===== config.mk =====
export PLATFORM = sky130hd
export DESIGN_NAME = dff_bank_universal
export DESIGN_NICKNAME = d
export VERILOG_FILES = /design/src/rtl/dff_bank_universal.sv
export SDC_FILE = /design/constraint.sdc
export NUM_CORES = 1
export LEC_CHECK = 0
export ABC_AREA = 1
export BUFFER_PORTS_ARGS = -buffer_cell sky130_fd_sc_hd__buf_2
export CAP_MARGIN = 10
export CORE_AREA = 2 2 39 41
export CTS_BUF_LIST = sky130_fd_sc_hd__clkbuf_4 sky130_fd_sc_hd__clkbuf_8
export CTS_CLUSTER_DIAMETER = 100
export DETAILED_ROUTE_END_ITERATION = 16
export DIE_AREA = 0 0 41 43
export PLACE_DENSITY = 0.61
export SLEW_MARGIN = 10
export SYNTH_ARGS = -nofsm -noshare
export SYNTH_HDL_FRONTEND = slang
export SYNTH_SLANG_ARGS = --single-unit

===== constraint.sdc =====
create_clock -name input_clock1_1 -period 2.6 [get_ports input_clock1_1]
set_input_delay 0.13 -clock input_clock1_1 [delete_from_list [all_inputs] [get_ports input_clock1_1]]
set_output_delay 0.13 -clock input_clock1_1 [all_outputs]
set_load 0.03 [all_outputs]

===== src/rtl/dff_bank_universal.sv =====
// dff_bank_universal: WIDTH-bit D flip-flop bank with hold/shift-right/shift-left/load modes.
// Define DFF_BANK_UNIVERSAL_ROTATE_EN to turn both shifts into rotates.
module dff_bank_universal #(
    parameter int WIDTH = 4,
    parameter logic [WIDTH-1:0] RESET_VALUE = {WIDTH{1'b0}}
) (
    input  logic             input_clock1_1,
    input  logic             input_reset1_2,
    input  logic             input_enable_3,
    input  logic [1:0]       input_mode_4,
    input  logic [WIDTH-1:0] input_data_5,
    input  logic             input_serial_msb_6,
    input  logic             input_serial_lsb_7,
    output logic [WIDTH-1:0] output_q_8,
    output logic [WIDTH-1:0] output_qn_9,
    output logic             output_shift_out_10,
    output logic             output_changed_11
);
`ifdef DFF_BANK_UNIVERSAL_ROTATE_EN
    localparam logic ROTATE = 1'b1;
`else
    localparam logic ROTATE = 1'b0;
`endif
    logic [WIDTH-1:0] q_q = RESET_VALUE;
    logic             shift_out_q = 1'b0;
    logic             changed_q = 1'b0;
    logic [WIDTH-1:0] q_d, shr, shl;
    logic             shift_out_d, changed_d, fill_r, fill_l;
    // Single-bit overwrite after the shift keeps WIDTH=1 legal without a slice.
    always_comb begin
        fill_r = ROTATE ? q_q[0] : input_serial_msb_6;
        fill_l = ROTATE ? q_q[WIDTH-1] : input_serial_lsb_7;
        shr = q_q >> 1;
        shr[WIDTH-1] = fill_r;
        shl = q_q << 1;
        shl[0] = fill_l;
        q_d = !input_enable_3       ? q_q :
              input_mode_4 == 2'b01 ? shr :
              input_mode_4 == 2'b10 ? shl :
              input_mode_4 == 2'b11 ? input_data_5 : q_q;
        shift_out_d = !input_enable_3       ? shift_out_q :
                      input_mode_4 == 2'b01 ? q_q[0] :
                      input_mode_4 == 2'b10 ? q_q[WIDTH-1] : shift_out_q;
        changed_d = q_d != q_q;
    end
    always_ff @(posedge input_clock1_1) begin
        if (input_reset1_2) begin
            q_q <= RESET_VALUE;
            shift_out_q <= 1'b0;
            changed_q <= 1'b0;
        end else begin
            q_q <= q_d;
            shift_out_q <= shift_out_d;
            changed_q <= changed_d;
        end
    end
    assign output_q_8 = q_q;
    assign output_qn_9 = ~q_q;
    assign output_shift_out_10 = shift_out_q;
    assign output_changed_11 = changed_q;
endmodule


==> metrics.csv <==
metric;value;unit
cts.reportedPaths.clkPinSlew;0.04;ns
slew_headroom;77.9;%
antennaDiodeCount;0;
dieArea;1760;um^2
crit_type;flop to flop;
area_delta_synth_final;25.3;%
post-route-drc-count;0;
crit_path_end;output_changed_11;
maxSlewViolCount;0;
synth_seq_cells;6;
peakVddDrop;199;uV
layout-drive-gt1-share;37.5;%
grt_use_met1;17.1;%
numCtsBuffers;3;
viasPerCell;4.73;
cts_tree;yes;
antenna_found_initial;0;
rsz0062_at_grt;no;
r2r_end;output_changed_11;
fin_nets;112;
fin_util;43.4;%
core_area;1380;um^2
p_leak;0.000307;uW
clkLatencyLatePin;0.24;ns
first_iter_violations;7;
powerDensity;490;nW/um^2
yosysWarnings;0;
max-cap-violations;0;
syn-instance-count;75;
final_common_cell;buf_2;
hpwl;900;um
min_period;1.12;ns
crit_arrival;1.29;ns
first_global_vias;480;
grt_overflow;0;
fin_crit_sh;43.1;%
met3_usage;1.57;%
io_buffer_count;20;
hp-class;input port to flop;
crit_required;2.77;ns
dpl-instance-area;578;um^2
tightestPinTransition;0.332;ns
post_cts_buffers;0;
grt_max_degree;11;
hold_viol;0;
fin_skew;0.00175;ns
row_count;14;
setup.worst_path.end_class;flop;
vias;530;
total_power;294;uW
ant_nets;0;
cts_hold_buffers;0;
firstDrtPassIters;4;
worstPathMaxFanout;6;
synth_cell_types;17;
syn_area_per_cell;6.39;um^2
fmaxAchievable;0.892;GHz
cp-startpoint;output_q_8[2];
reg2reg_slack;1.48;ns
wl_per_cell;9.56;um
wl;1070;um
syn_area;479;um^2
htreeDepth;1;
setup_violations;0;
busiest_layer;met2;
cts_root_buffer;clkbuf_4;
r2r-start;output_q_8[2];
status;complete, no violations;
grt_use_total;14.7;%
die_w;41;um
ys_seq_area_share;25.1;%
setup_tns;0;ns
place.gp.congestion;0.705;
clk_path_buf_depth;2;
grt_first_pass_wirelength;1770;um
finalInstanceArea;601;um^2
reg2reg_depth;8;
critPathLaunchType;flop;
ios;21;
use_met2;23.4;%
layout_common_cells;buf_2, nand2_1, nand3_1;
cts_sinks;6;
syn_nets;89;
start_util;34.6;%
cts-resized-gates;0;
die_y;43;um
layer usage:
layer	up-vias	share of wire (%)
met4	0	1.0
met5	-	0
li1	291	-
met1	224	45
met3	2	4.6
met2	13	49
worst max-delay path, cell delays in order, from the launching register on:
cell and delay, ns:
dfxtp_1 0.43, inv_2 0.08, a21oi_2 0.11, nand2_1 0.07
nand2_2 0.08, nand3_1 0.07, nand2_1 0.07, nor2_1 0.04
a21oi_1 0.11
sequential cells by signal, summed over array words and instances, names as in the netlist:
name,flops
output_shift_out_10,1
output_changed_11,1
output_q_8,4
stage by stage:
step	instances	hold slack [ns]	worst slack [ns]
finish	112	0.129	1.48
global route	112	0.142	1.32
CTS	112	0.123	1.46
detailed placement	109	0.383	1.27
global placement	109	0.382	1.29
floorplan	75	0.199	1.25
area by class of cell:
type | count | area [um^2]
flip-flops and latches | 6 | 120
well taps | 16 | 20.0
inverters | 9 | 36.3
clock buffers | 3 | 22.5
fillers | 158 | 783
repair buffers | 20 | 100
multi-input cells | 58 | 302
cells by family (layout without fill, tap and decap cells):
group | count (synthesis) | in the layout | synth area share, %
AOI/OAI and AO/OA | 17 | 17 | 20.6
buffers and inverters | 11 | 32 | 12.0
adders and majority gates | 3 | 3 | 7.83
DFF | 6 | 6 | 25.1
and+or+nand+nor | 38 | 38 | 34.5
worst min path at each step:
stage / start / end / cells after the start
3_3_place_gp: input_reset1_2 / output_q_8[1] / 2
3_5_place_dp: input_reset1_2 / output_q_8[1] / 2
4_1_cts: input_reset1_2 / output_q_8[1] / 2
5_1_grt: input_reset1_2 / output_q_8[0] / 2
6_report: input_reset1_2 / output_q_8[1] / 2
2_1_floorplan: input_reset1_2 / output_changed_11 / 1
power by group:
group | total (uW) | leakage [uW] | internal (uW) | switching, uW
Combinational | 105 | 0.000243 | 35.7 | 69.0
Clock | 82.7 | 0.0000138 | 52.0 | 30.7
Sequential | 107 | 0.0000497 | 99.8 | 7.31
synth_stat cells (all sizes together):
master | count | area, um^2
a21oi | 9 | 48.8
buf | 1 | 7.51
clkbuf | 1 | 13.8
dfxtp | 6 | 120
ha | 3 | 37.5
inv | 9 | 36.3
nand2 | 19 | 78.8
nand3 | 10 | 50.1
nor2 | 9 | 36.3
o211ai | 1 | 7.51
o21ai | 7 | 42.5
Power figures use the tool's default switching activity.
